**src/rtl/count_pkg.sv**
```systemverilog
// count_pkg: shared compare-mode and scan-state encodings for the count_match engines.
package count_pkg;
    typedef enum logic [1:0] {
        CMP_EQ = 2'b00,
        CMP_NE = 2'b01,
        CMP_LT = 2'b10,
        CMP_GT = 2'b11
    } cmp_mode_e;
    typedef enum logic [1:0] {
        IDLE  = 2'b00,
        SCAN  = 2'b01,
        DRAIN = 2'b10,
        DONE  = 2'b11
    } scan_state_e;
endpackage

```
**src/rtl/count_match_cmp.sv**
```systemverilog
// count_match_cmp: combinational unsigned WIDTH-bit data-vs-key comparator with selectable mode.
module count_match_cmp
    import count_pkg::*;
#(
    parameter int WIDTH = 8
) (
    input  logic [WIDTH-1:0] i_data,
    input  logic [WIDTH-1:0] i_key,
    input  cmp_mode_e        i_mode,
    output logic             o_match
);
    assign o_match = (i_mode == CMP_EQ) ? (i_data == i_key) :
                     (i_mode == CMP_NE) ? (i_data != i_key) :
                     (i_mode == CMP_LT) ? (i_data <  i_key) :
                                          (i_data >  i_key);
endmodule

```
**src/rtl/count_match_scan.sv**
```systemverilog
// count_match_scan: scans DEPTH memory words and counts those matching a key under a selectable mode.
// Define COUNT_FIRST_HIT_EN to add the first-match index/hit outputs.
module count_match_scan
    import count_pkg::*;
#(
    parameter  int WIDTH  = 8,
    parameter  int DEPTH  = 256,
    parameter  int RD_LAT = 0,
    localparam int AW     = $clog2(DEPTH),
    localparam int CW     = $clog2(DEPTH + 1)
) (
    input  logic             clk,
    input  logic             rst_n,
    input  logic             i_go,
    input  logic [WIDTH-1:0] i_key,
    input  logic [1:0]       i_mode,
    output logic [AW-1:0]    o_addr,
    input  logic [WIDTH-1:0] i_rd_data,
    output logic             o_busy,
    output logic             o_done,
`ifdef COUNT_FIRST_HIT_EN
    output logic [AW-1:0]    o_first_idx,
    output logic             o_hit,
`endif
    output logic [CW-1:0]    o_count
);
    scan_state_e      r_state, w_next;
    logic [WIDTH-1:0] r_key;
    cmp_mode_e        r_mode;
    logic [AW-1:0]    r_addr;
    logic [CW-1:0]    r_count;
    logic             r_busy, r_done;
    logic             w_start, w_last, w_match, w_ev_v;
`ifdef COUNT_FIRST_HIT_EN
    logic [AW-1:0]    w_ev_a;
    logic [AW-1:0]    r_first;
    logic             r_hit;
`endif

    assign w_start = i_go && (r_state == IDLE || r_state == DONE);
    assign w_last  = r_addr == AW'(DEPTH - 1);

    always_comb begin
        w_next = r_state;
        case (r_state)
            IDLE, DONE: w_next = i_go ? SCAN : r_state;
            SCAN:       w_next = w_last ? (RD_LAT == 1 ? DRAIN : DONE) : SCAN;
            DRAIN:      w_next = DONE;
            default:    w_next = IDLE;
        endcase
    end

    // Evaluation point: the read issued RD_LAT cycles ago, tagged with its address.
    generate
        if (RD_LAT == 1) begin : g_lat1
            logic r_tag_v;
            always_ff @(posedge clk or negedge rst_n) begin
                if (!rst_n) r_tag_v <= 1'b0;
                else r_tag_v <= r_state == SCAN;
            end
            assign w_ev_v = r_tag_v;
`ifdef COUNT_FIRST_HIT_EN
            logic [AW-1:0] r_tag_a;
            always_ff @(posedge clk or negedge rst_n) begin
                if (!rst_n) r_tag_a <= '0;
                else r_tag_a <= r_addr;
            end
            assign w_ev_a = r_tag_a;
`endif
        end else begin : g_lat0
            assign w_ev_v = r_state == SCAN;
`ifdef COUNT_FIRST_HIT_EN
            assign w_ev_a = r_addr;
`endif
        end
    endgenerate

    count_match_cmp #(.WIDTH(WIDTH)) u_cmp (
        .i_data  (i_rd_data),
        .i_key   (r_key),
        .i_mode  (r_mode),
        .o_match (w_match)
    );

    always_ff @(posedge clk or negedge rst_n) begin
        if (!rst_n) begin
            r_state <= IDLE;
            r_key   <= '0;
            r_mode  <= CMP_EQ;
            r_addr  <= '0;
            r_count <= '0;
            r_busy  <= 1'b0;
            r_done  <= 1'b0;
        end else begin
            r_state <= w_next;
            r_busy  <= w_next == SCAN || w_next == DRAIN;
            r_done  <= w_next == DONE;
            if (w_start) begin
                r_key  <= i_key;
                r_mode <= cmp_mode_e'(i_mode);
                r_addr <= '0;
            end else if (r_state == SCAN && !w_last) begin
                r_addr <= r_addr + 1'b1;
            end
            if (w_start) r_count <= '0;
            else if (w_ev_v && w_match) r_count <= r_count + 1'b1;
        end
    end

`ifdef COUNT_FIRST_HIT_EN
    always_ff @(posedge clk or negedge rst_n) begin
        if (!rst_n) begin
            r_hit   <= 1'b0;
            r_first <= '0;
        end else if (w_start) begin
            r_hit   <= 1'b0;
            r_first <= '0;
        end else if (w_ev_v && w_match && !r_hit) begin
            r_hit   <= 1'b1;
            r_first <= w_ev_a;
        end
    end
    assign o_first_idx = r_first;
    assign o_hit       = r_hit;
`endif

    assign o_addr  = r_addr;
    assign o_count = r_count;
    assign o_busy  = r_busy;
    assign o_done  = r_done;
endmodule

```
**config.mk**
```make
export PLATFORM = sky130hd
export DESIGN_NAME = count_match_scan
export DESIGN_NICKNAME = d
export VERILOG_FILES = /design/src/rtl/count_pkg.sv /design/src/rtl/count_match_cmp.sv /design/src/rtl/count_match_scan.sv
export SDC_FILE = /design/constraint.sdc
export NUM_CORES = 1
export LEC_CHECK = 0
export BUFFER_PORTS_ARGS = -buffer_cell sky130_fd_sc_hd__buf_2
export CORE_MARGIN = 2
export CORE_UTILIZATION = 30
export CTS_BUF_LIST = sky130_fd_sc_hd__clkbuf_16
export DETAILED_ROUTE_END_ITERATION = 6
export PLACE_DENSITY = 0.52
export SLEW_MARGIN = 20
export SYNTH_ARGS = -nofsm -noshare
export SYNTH_HDL_FRONTEND = slang
export SYNTH_SLANG_ARGS = --single-unit
```
**constraint.sdc**
```tcl
create_clock -name clk -period 1.9 [get_ports clk]
set_clock_uncertainty 0.05 [all_clocks]
set_input_delay 0.475 -clock clk [delete_from_list [all_inputs] [get_ports clk]]
set_output_delay 0.475 -clock clk [all_outputs]
set_load 0.02 [all_outputs]
```
==> results of run 1 <==
==> sequential cells by signal, indices dropped and copies added (netlist names) <==
name and count:
r_mode 2, r_state 2, r_key 8, o_busy 1
o_done 1, o_addr 8, o_count 9
==> cell type report <==
cell class | instances | area [um^2] | area share [%]
Clock inverter | 3 | 11.26 | 0.4800
Multi-Input combinational cell | 134 | 982.2 | 41.87
Inverter | 11 | 41.29 | 1.760
Sequential cell | 31 | 775.7 | 33.07
Timing Repair Buffer | 54 | 320.3 | 13.65
Clock buffer | 5 | 125.1 | 5.333
Tap cell | 72 | 90.09 | 3.840
==> per-stage QoR <==
stage                     utilization (%)  cell area, um^2  power [uW]  hold slack, ps  setup TNS, ps
final                               42.34             2346        3384           82.57         -62.01
after global routing                42.34             2346        3670           109.1         -884.1
after CTS                           42.01             2327        3403           91.35         -69.39
after detailed placement            38.82             2151        2542           384.0          -1867
after global placement              38.82             2151        2515           382.5          -1800
after floorplan                         -             1785        2046           129.4         -14.40
==> synthesized netlist by cell type (all sizes together) <==
| master | count | area [um^2] |
|---|---|---|
| nand2b | 6 | 37.54 |
| mux2i | 7 | 70.07 |
| xnor2 | 2 | 17.52 |
| o21ba | 1 | 16.27 |
| or3 | 2 | 12.51 |
| and3 | 3 | 18.77 |
| and3b | 1 | 10.01 |
| xor2 | 3 | 26.28 |
| a21oi | 6 | 30.03 |
| nor2b | 2 | 12.51 |
| a211oi | 1 | 12.51 |
| o2111ai | 2 | 30.03 |
| nand3 | 5 | 25.02 |
| inv | 11 | 41.29 |
| nor2 | 9 | 33.78 |
| a21o | 1 | 7.510 |
| ha | 13 | 162.7 |
| o31a | 1 | 8.760 |
| and2 | 2 | 12.51 |
| o31ai | 1 | 12.51 |
| nand2 | 30 | 112.6 |
| o21ai | 16 | 83.83 |
| o211ai | 8 | 60.06 |
| and4 | 2 | 17.52 |
| nand4 | 4 | 25.02 |
| dfrtp | 31 | 775.7 |
| o21a | 3 | 23.77 |
| clkbuf | 4 | 15.01 |
| a211o | 1 | 8.760 |
| nor3 | 2 | 10.01 |
==> power groups by stage <==
stage | sequential [uW] | clock [uW] | combinational (uW)
detailed placement | 1100 | 0 | 1440
finish | 1090 | 739 | 1550
CTS | 1100 | 765 | 1540
floorplan | 1240 | 0 | 803
global placement | 1100 | 0 | 1420
global route | 1140 | 784 | 1750
==> worst paths after layout <==
| path | from | to | cells after the start |
|---|---|---|---|
| worst max-delay path | r_key[1] | o_count[6] | 8 |
| worst min-delay path | rst_n | r_mode[1] | 1 |
| worst max register to register | r_key[1] | o_count[6] | 8 |
| worst min register to register | r_key[0] | r_key[0] | 2 |
| max in group asynchronous | rst_n | o_done | 2 |
| min in group clk | i_key[2] | r_key[2] | 3 |
==> worst reg2reg max path: stages (launching register included) <==
cell      delay [ps]
dfrtp_1          330
inv_2             50
ha_4             260
nor2b_4          120
o211ai_1         120
and3b_2          270
o21ba_4          230
o211ai_1         240
mux2i_1          210
==> cells by family (layout without fill, tap and decap cells) <==
group,count (synthesis),in the layout
fa+ha+maj,13,13
simple gates,68,68
compound gates,41,41
buf+inv,15,73
xor+xnor,5,5
mux,7,7
flops,31,31
==> metal layers <==
layer  vias up  GRT usage (%)  wire, um
li1        746              -         -
met1       691          17.10      1845
met2        26          22.08      1790
met3         6          3.733       146
met4         0          4.576        56
met5         -              0         0
==> timing repair <==
item	4_1_cts	5_1_grt
endpoints found under the hold margin	0	0
buffers inserted	2	2
pin swaps	10	7
gates resized for setup	7	2
setup endpoints to repair	8	9
==> summary.txt, run 1 <==
Setup path
  – CP Max Fanout: 7
  – Worst path slowest cell: dfrtp_1
  – Critical path startpoint category: register
  – CP peak stage delay: 330 ps
  – Top cell by count, worst path: o211ai_1
  – CP endpoint kind: register
  – Buf/Inv on CP: 1
  – Crit path DAT: 2080 ps
  – CP Class: reg2reg
  – Crit-path leading delay family: compound AO/OA/AOI/OAI gates
  – Flop-to-flop setup slack: -30 ps
  – Worst-path cell chain: inv_2, ha_4, nor2b_4, o211ai_1, and3b_2, o21ba_4, o211ai_1, mux2i_1
  – Critical Path RT: 2050 ps

Synth
  – Post-synthesis mux area share: 4.049%
  – Register bit count reported by yosys: 31
  – Synth Warn #: 0
  – Synthesized Nets: 214
  – Post-synthesis simple-gate area fraction: 18.94%
  – Post-synthesis sequential area ratio: 44.83%
  – Largest family of logic cells by synthesized area: simple AND/OR/NAND/NOR gates
  – Compound-cell area share of the yosys netlist: 16.99%
  – Synth Instances: 180
  – Mapped Area: 1730 um^2
  – Mean area per synthesized cell: 9.613 um^2
  – XOR/XNOR Fraction of Synth Area: 2.531%
  – Library cells used by synthesis: 33
  – Adder-cell share of the synthesized area: 9.400%

STA
  – Max Slew Vio Count: 0
  – Fin crit share: 101.8%
  – Worst Tran Pin Value: 541.2 ps
  – Max_slew headroom: 63.83%
  – Min Tclk post-route: 1935 ps
  – Final setup margin: -34.85 ps
  – RSZ-0062 raised after global routing: true
  – Setup violations, final: 4
  – Max Fclk: 0.5168 GHz
  – Final Hold Viols: 0

Clock network
  – TritonCTS Sinks: 31
  – Clock transition at the registers of the reported paths: 50 ps
  – Clock latency on the worst-skew pair: 270 ps
  – Clk buf depth: 2
  – Max H-tree Level: 2
  – Clock buffer count from CTS: 5
  – CTS tree: yes
  – CTS Hold Bufs: 0
  – CTS root buf: clkbuf_16

Routing
  – Final wirelength: 3838 um
  – Initial DRT Pass Iterations: 4
  – Routed wire per std cell: 12.38 um
  – Drt via density: 4.739
  – Vias: 1,469
  – Detailed-route DRC error count: 0
  – Detail Route Antenna Nets: 0
  – Initial DRC count: 60

Finish
  – Share of cells above drive strength 1: 33.61%
  – Commonest non-fill, non-tap cell in the layout: buf_2
  – Number of nets in the final layout: 271
  – Final std cells w/o fill: 310
  – Most frequent cells in the layout: buf_2 (39), dfrtp_1 (31), nand2_1 (30)
  – Area delta synth->final: 35.57%
  – FILL cells: 559
  – Antenna fix cells: 0

Power
  – Reported net switching power: 1292 uW
  – Logic gate share of total power: 45.9%
  – Pint: 2092 uW
  – Lkg Pwr: 0.001170 uW
  – Pwr per Cell Area: 1443 nW/um^2
  – Clock power frac: 21.8%
  – Maximum vdd drop: 579.4 uV
  – Switch share: 38.17%
  – Reg power frac: 32.3%

Die
  – Die Wd: 79.95 um
  – Die Y: 79.95 um
  – Die footprint: 6391 um^2
  – Site row count: 27
  – Initial core utilization: 31.23%
  – Total core area: 5540 um^2
  – IO Pins: 40

Run
  – Max Cap Violations: 0

Global routing
  – Initial antenna violation count: 0
  – GRT Total Usage: 13.51%
  – Largest net degree at the start of global routing: 17
  – Grt ovf: 0
  – Vias in the first global route: 1,477
  – Global-route wire length before repair: 6679 um

Run status
  – Status: finished with violations
  – Failing checks: setup timing

Placed design
  – GPL Wtd Cong: 0.7481
  – Worst slack, placed: -271.3 ps
  – Placed Cells incl. Taps: 298
  – IO buf count: 39
  – DP HPWL: 2923 um

Min path
  – HP Class: in2async
(Power assumes the default switching activity.)
==> run 2, diff against run 1 <==
--- a/config.mk
+++ b/config.mk
@@ -5,6 +5,7 @@
 export SDC_FILE = /design/constraint.sdc
 export NUM_CORES = 1
 export LEC_CHECK = 0
+export ABC_AREA = 1
 export BUFFER_PORTS_ARGS = -buffer_cell sky130_fd_sc_hd__buf_2
 export CORE_MARGIN = 2
 export CORE_UTILIZATION = 30
==> run 2 against run 1 <==
  * Die area up 2.3%
  * Critical path depth up 3
  * Combinational power down 70%
  * Wire length down 1.4%
  * Clock-buffer cell count unchanged
  * Setup slack better by 210 ps
  * The flow now finishes without violations
  * Register-to-register slack better by 210 ps
  * Final area down 0.53%
  * Clock power down 0.5%
  * Highest routed layer unchanged
  * Core utilization down 0.73 points
  * Largest power group is now sequential cells
  * Flip-flop and latch count unchanged
==> summary.txt, run 2 <==
Die
  – Die footprint: 6541 um^2 (was 6391 um^2)
  – Total core area: 5608 um^2 (was 5540 um^2)
  – IO Pins: 40 (unchanged)
  – Site row count: 27 (unchanged)
  – Die Wd: 80.88 um (was 79.95 um)
  – Die Y: 80.88 um (was 79.95 um)
  – Initial core utilization: 31.62% (was 31.23%)

Global routing
  – Met3 Usage GRT: 3.111% (was 3.733%)
  – GRT Total Usage: 12.48% (was 13.51%)
  – Grt ovf: 0 (unchanged)
  – Busiest grt layer: met2 (unchanged)
  – Met1 Use GR: 14.69% (was 17.10%)
  – Initial antenna violation count: 0 (unchanged)
  – Largest net degree at the start of global routing: 32 (was 17)
  – Vias in the first global route: 1,416 (was 1,477)
  – Global-route wire length before repair: 6320 um (was 6679 um)
  – Met2 usage: 21.65% (was 22.08%)

STA
  – Max Fclk: 0.5804 GHz (was 0.5168 GHz)
  – Final Hold Viols: 0 (unchanged)
  – WHS: 168.5 ps (was 82.57 ps)
  – Max_slew headroom: 72.76% (was 63.83%)
  – Setup violations, final: 0 (was 4)
  – Fin crit share: 90.68% (was 101.8%)
  – Min Tclk post-route: 1723 ps (was 1935 ps)
  – Max Slew Vio Count: 0 (unchanged)
  – Setup TNS: 0 ps (was -62.01 ps)
  – Worst Tran Pin Value: 408.7 ps (was 541.2 ps)
  – RSZ-0062 raised after global routing: false (was true)

Routing
  – Final wirelength: 3784 um (was 3838 um)
  – Drt via density: 4.571 (was 4.739)
  – Vias: 1,513 (was 1,469)
  – Initial DRT Pass Iterations: 4 (unchanged)
  – Initial DRC count: 64 (was 60)
  – Detailed-route DRC error count: 0 (unchanged)
  – Routed wire per std cell: 11.43 um (was 12.38 um)
  – Detail Route Antenna Nets: 0 (unchanged)

Setup path
  – Worst R2R Start: r_key[7] (was r_key[1])
  – Critical path startpoint category: register (unchanged)
  – CP Max Fanout: 7 (unchanged)
  – Worst r2r dst: o_count[2] (was o_count[6])
  – CP peak stage delay: 360 ps (was 330 ps)
  – Worst path slowest cell: dfrtp_1 (unchanged)
  – Top cell by count, worst path: nand2_1 (was o211ai_1)
  – Crit path DAT: 1830 ps (was 2080 ps)
  – CP endpoint kind: register (unchanged)
  – R2R depth: 11 (was 8)
  – Worst-path cell chain: inv_1, ha_4, a21o_1, nor2_2, nand2_1, nand2_1, nand2_1, nand2_4, nand3_4, nand3_2, nand2_1 (was inv_2, ha_4, nor2b_4, o211ai_1, and3b_2, o21ba_4, o211ai_1, mux2i_1)
  – CP Class: reg2reg (unchanged)
  – Flop-to-flop setup slack: 180 ps (was -30 ps)
  – Buf/Inv on CP: 1 (unchanged)
  – Crit-path leading delay family: simple AND/OR/NAND/NOR gates (was compound AO/OA/AOI/OAI gates)
  – Critical Path RT: 2010 ps (was 2050 ps)

Clock network
  – Clock latency on the worst-skew pair: 270 ps (about the same)
  – Clock transition at the registers of the reported paths: 50 ps (about the same)
  – CTS root buf: clkbuf_16 (unchanged)
  – Clock buffer count from CTS: 5 (unchanged)
  – Max H-tree Level: 2 (unchanged)
  – TritonCTS Sinks: 31 (unchanged)
  – CTS tree: yes (unchanged)
  – CTS Hold Bufs: 0 (unchanged)
  – Clk buf depth: 2 (unchanged)

Synth
  – Number of synthesized flops with an enable pin: 0 (unchanged)
  – Cell with the most instances after synthesis: nand2_1 (was dfrtp_1)
  – Most used DFF post-synth: dfrtp_1 (unchanged)
  – Synth Warn #: 0 (unchanged)
  – Largest area contributor in the synthesized netlist: dfrtp_1 (unchanged)
  – Post-synthesis sequential area ratio: 43.75% (was 44.83%)
  – Share of Yosys cell area claimed by the top area cell type: 43.75% (was 44.83%)
  – Library cells used by synthesis: 28 (was 33)
  – Register bit count reported by yosys: 31 (unchanged)
  – Post-synth ARST share: 100.0% (unchanged)
  – Largest cells by area after synthesis: dfrtp_1 (44%), ha_1 (9.2%), nand2_1 (8.0%), inv_1 (6.6%), nand3_1 (4.8%) (was dfrtp_1 (45%), ha_1 (9.4%), nand2_1 (6.5%), mux2i_1 (4.0%), o21ai_0 (3.5%))
  – Mapped Area: 1773 um^2 (was 1730 um^2)
  – Synth cell count leaders: nand2_1 (38), dfrtp_1 (31), inv_1 (31) (was dfrtp_1 (31), nand2_1 (30), ha_1 (13))
  – Synthesized Nets: 241 (was 214)
  – Synth Instances: 207 (was 180)
  – Mean area per synthesized cell: 8.565 um^2 (was 9.613 um^2)

Finish
  – Final core utilization: 41.61% (was 42.34%)
  – Final std cells w/o fill: 331 (was 310)
  – Max FFs per register: 9 (unchanged)
  – Most frequent cells in the layout: buf_2 (39), nand2_1 (36), dfrtp_1 (31) (was buf_2 (39), dfrtp_1 (31), nand2_1 (30))
  – Finished layout cell area: 2333 um^2 (was 2346 um^2)
  – Commonest non-fill, non-tap cell in the layout: buf_2 (unchanged)
  – FILL cells: 583 (was 559)
  – Share of cells above drive strength 1: 32.82% (was 33.61%)
  – Antenna fix cells: 0 (unchanged)
  – Number of nets in the final layout: 292 (was 271)
  – Area delta synth->final: 31.62% (was 35.57%)

Power
  – Lkg Pwr: 0.001264 uW (was 0.001170 uW)
  – Maximum vdd drop: 404.8 uV (was 579.4 uV)
  – Pwr per Cell Area: 879.4 nW/um^2 (was 1443 nW/um^2)

Placed design
  – Cell Area, Placed: 2066 um^2 (was 2151 um^2)
  – GPL Wtd Cong: 0.8002 (was 0.7481)
  – DP HPWL: 2729 um (was 2923 um)
  – IO buf count: 39 (unchanged)
  – Placed Cells incl. Taps: 318 (was 298)

Run status
  – Status: completed (was finished with violations)

Min path
  – HP Class: in2async (unchanged)

Run
  – Max Cap Violations: 0 (unchanged)
## run 2: changes by cell type in the layout (fill, tap and decap cells not counted), moves of 5 or more
cell      delta
nand2b_1     -6
nand3_1      +5
o211ai_1     -8
buf_4        -7
a21oi_1      +7
inv_1       +22
nand3_2      +8
nand2_1      +6
o21ai_0      -9
nand4_1      +9
nor2_1       +6
mux2i_1      -7
## run 2: final cells by class
type                       instances  area, um^2  area share, %
clock buffer                       5       125.1          5.362
clock inverter                     3       11.26         0.4826
tap                               72       90.09          3.861
sequential                        31       775.7          33.24
multi-input combinational        140       947.2          40.59
timing repair buffer              47       259.0          11.10
inverter                          33       125.1          5.362
## run 2: how the worst max path moves through the flow
stage            startpoint          to  depth (start not counted)
2_1_floorplan  i_rd_data[7]  o_count[5]                         10
3_3_place_gp   i_rd_data[3]  o_count[6]                         13
3_5_place_dp   i_rd_data[3]  o_count[7]                         13
4_1_cts            r_key[7]  o_count[5]                         11
5_1_grt            r_key[2]  o_count[2]                         14
6_report           r_key[7]  o_count[2]                         11
## run 2: worst register-to-register path: cells and delay by family, from the launching register on
family                     cells  cell delay [ps]
and+or+nand+nor                8              730
DFF                            1              360
adders and majority gates      1              210
AOI/OAI and AO/OA              1              180
buffers and inverters          1              100
## run 2: repair_timing
action | CTS | global route
setup buffers | 0 | 4
resized for setup | 0 | 17
setup endpoints to repair | 0 | 9
## run 2: logic make-up after synthesis
logic type,share of synthesized area (%)
flops,43.75
mux,1.270
fa+ha+maj,9.175
simple gates,27.52
compound gates,6.493
buf+inv,8.327
xor+xnor,3.458
## run 2: routing by layer
layer  up-vias  routed length (um)
li1        783                   -
met1       699                1775
met2        26                1806
met3         5                 143
met4         0                  59
met5         -                   0
## run 2: metrics by stage
stage / power, uW / setup slack (ps)
floorplan: 1151 / 167.2
global placement: 1320 / -59.06
detailed placement: 1323 / -73.77
CTS: 2079 / 114.8
global route: 2197 / 20.42
finish: 2052 / 177.0
## run 2: report_power, final
group          internal (uW)  switching [uW]  total (uW)
registers                739             107         846
logic                    198             272         471
clock network            470             265         735
total                   1410             644        2050
==> run 3, diff against run 2 <==
--- a/config.mk
+++ b/config.mk
@@ -11,7 +11,6 @@
 export CORE_UTILIZATION = 30
 export CTS_BUF_LIST = sky130_fd_sc_hd__clkbuf_16
 export DETAILED_ROUTE_END_ITERATION = 6
-export PLACE_DENSITY = 0.52
 export SLEW_MARGIN = 20
 export SYNTH_ARGS = -nofsm -noshare
 export SYNTH_HDL_FRONTEND = slang
==> run 3 against run 2 <==
  * Die area stayed put
  * First-iteration DRC count is 7.8% lower
  * Register-to-register slack worse by 50 ps
  * Critical path depth is 1 higher
  * Clock-buffer cell count stayed put
  * Wire length is 2.1% higher
  * Final area is 2.1% lower
  * Flip-flop and latch count stayed put
  * Sequential share of layout area is 0.73 points higher
  * Largest power group unchanged
==> summary.txt, run 3 (same netlist as run 2, synthesis figures left out) <==
Run status
  – Status: completed (unchanged)

Setup path
  – CP Class: reg2reg (unchanged)
  – Flop-to-flop setup slack: 120 ps (was 180 ps)
  – Critical Path RT: 2010 ps (about the same)
  – Critical path startpoint category: register (unchanged)
  – CP peak stage delay: 350 ps (was 360 ps)
  – Buf/Inv on CP: 1 (unchanged)
  – Crit-path leading delay family: simple AND/OR/NAND/NOR gates (unchanged)
  – Crit path DAT: 1890 ps (was 1830 ps)
  – Worst path slowest cell: dfrtp_1 (unchanged)
  – Worst R2R Start: r_key[3] (was r_key[7])
  – Top cell by count, worst path: nand2_1 (unchanged)
  – R2R depth: 12 (was 11)
  – CP Max Fanout: 5 (was 7)
  – CP endpoint kind: register (unchanged)
  – Worst r2r dst: o_count[0] (was o_count[2])
  – Worst-path cell chain: inv_1, ha_1, a21oi_1, nand2_1, nand2_2, nand2_1, nand2_1, nand2_1, nand2_4, nand3_2, nand3_1, nand2_1 (was inv_1, ha_4, a21o_1, nor2_2, nand2_1, nand2_1, nand2_1, nand2_4, nand3_4, nand3_2, nand2_1)

Run
  – Max Cap Violations: 0 (unchanged)

Finish
  – Commonest non-fill, non-tap cell in the layout: buf_2 (unchanged)
  – Max FFs per register: 9 (unchanged)
  – Antenna fix cells: 0 (unchanged)
  – Number of nets in the final layout: 292 (unchanged)
  – Area delta synth->final: 28.79% (was 31.62%)
  – Final std cells w/o fill: 331 (unchanged)
  – Share of cells above drive strength 1: 28.19% (was 32.82%)
  – Final core utilization: 40.72% (was 41.61%)
  – Most frequent cells in the layout: buf_2 (39), nand2_1 (36), inv_1 (32) (was buf_2 (39), nand2_1 (36), dfrtp_1 (31))

Die
  – Initial core utilization: 31.62% (unchanged)
  – Site row count: 27 (unchanged)
  – Total core area: 5608 um^2 (unchanged)
  – IO Pins: 40 (unchanged)
  – Die Wd: 80.88 um (unchanged)
  – Die footprint: 6541 um^2 (unchanged)
  – Die Y: 80.88 um (unchanged)

STA
  – Max_slew headroom: 73.65% (was 72.76%)
  – Fin crit share: 93.49% (was 90.68%)
  – Max Slew Vio Count: 0 (unchanged)
  – RSZ-0062 raised after global routing: true (was false)
  – Final setup margin: 123.8 ps (was 177.0 ps)
  – Setup violations, final: 0 (unchanged)
  – Max Fclk: 0.5630 GHz (was 0.5804 GHz)
  – Worst Tran Pin Value: 395.3 ps (was 408.7 ps)
  – Min Tclk post-route: 1776 ps (was 1723 ps)
  – Final Hold Viols: 0 (unchanged)

Clock network
  – TritonCTS Sinks: 31 (unchanged)
  – Clock transition at the registers of the reported paths: 50 ps (about the same)
  – Clk buf depth: 2 (unchanged)
  – CTS tree: yes (unchanged)
  – Clock buffer count from CTS: 5 (unchanged)
  – Max H-tree Level: 2 (unchanged)
  – Clock latency on the worst-skew pair: 270 ps (about the same)
  – CTS root buf: clkbuf_16 (unchanged)

Placed design
  – IO buf count: 39 (unchanged)
  – DP HPWL: 2797 um (was 2729 um)
  – GPL Wtd Cong: 0.8064 (was 0.8002)
  – Worst slack, placed: -84.39 ps (was -73.77 ps)
  – Placed Cells incl. Taps: 320 (was 318)

Power
  – Pwr per Cell Area: 899.6 nW/um^2 (was 879.4 nW/um^2)
  – Lkg Pwr: 0.001276 uW (was 0.001264 uW)
  – Maximum vdd drop: 447.9 uV (was 404.8 uV)

Global routing
  – Largest net degree at the start of global routing: 19 (was 32)
  – GRT Total Usage: 12.62% (was 12.48%)
  – Vias in the first global route: 1,523 (was 1,416)
  – Global-route wire length before repair: 6520 um (was 6320 um)
  – Grt ovf: 0 (unchanged)
  – Initial antenna violation count: 0 (unchanged)

Routing
  – Initial DRT Pass Iterations: 4 (unchanged)
  – Detailed-route DRC error count: 0 (unchanged)
  – Initial DRC count: 59 (was 64)
  – Vias: 1,560 (was 1,513)
  – Detail Route Antenna Nets: 0 (unchanged)
  – Final wirelength: 3864 um (was 3784 um)
  – Routed wire per std cell: 11.67 um (was 11.43 um)
  – Drt via density: 4.713 (was 4.571)

Min path
  – HP Class: in2async (unchanged)
[run 3: cell count changes in the layout (fill, tap and decap cells not counted), sizes merged]
cell / previous run / this run
buf: 47 / 46
clkinv: 3 / 2
clkinvlp: 0 / 1
inv: 33 / 34
[run 3: repair_timing]
action	in CTS	in global routing
endpoints found under the hold margin	0	0
hold buffers	0	0
buffers inserted	0	1
resized for setup	0	5
setup endpoints to repair	0	9
[run 3: per-layer routing]
| metal | share of wire [%] | global-route usage (%) | up-vias |
|---|---|---|---|
| met5 | 0 | 0 | - |
| met4 | 0.75 | 3.729 | 0 |
| met3 | 4.9 | 3.667 | 4 |
| met2 | 48 | 22.31 | 31 |
| met1 | 46 | 14.75 | 739 |
| li1 | - | - | 786 |
[run 3: final cells by class]
class | count | area, um^2
Timing Repair inverter | 1 | 7.507
Timing Repair Buffer | 46 | 272.8
Clock buffer | 5 | 125.1
Inverter | 33 | 126.4
Sequential cell | 31 | 775.7
Clock inverter | 3 | 11.26
Tap cell | 72 | 90.09
Multi-Input combinational cell | 140 | 874.6
Fill cell | 591 | 3324
[run 3: metrics by stage]
stage,TNS (ps),hold slack [ps],instance area (um^2),power (uW)
finish,0,70.72,2283,2054
global route,-101.7,94.19,2283,2177
CTS,0,82.83,2230,2090
detailed placement,-683.8,372.6,2093,1334
global placement,-521.5,368.7,2093,1322
floorplan,0,129.4,1773,1151
[run 3: power breakdown]
group | leakage [uW] | switching (uW) | total [uW] | internal, uW
clock | 0.0000701 | 269 | 739 | 470
combinational | 0.000856 | 273 | 472 | 199
sequential | 0.000350 | 104 | 843 | 739
total | 0.00128 | 646 | 2050 | 1410
[run 3: worst max path at each step]
| stage | startpoint | cells past startpoint | endpoint | slack [ps] |
|---|---|---|---|---|
| 2_1_floorplan | i_rd_data[7] | 10 | o_count[5] | 170 |
| 3_3_place_gp | i_rd_data[3] | 12 | o_count[7] | -60 |
| 3_5_place_dp | i_rd_data[7] | 11 | o_count[1] | -80 |
| 4_1_cts | r_key[7] | 11 | o_count[1] | 130 |
| 5_1_grt | r_key[2] | 14 | o_count[0] | -20 |
| 6_report | r_key[3] | 12 | o_count[0] | 120 |
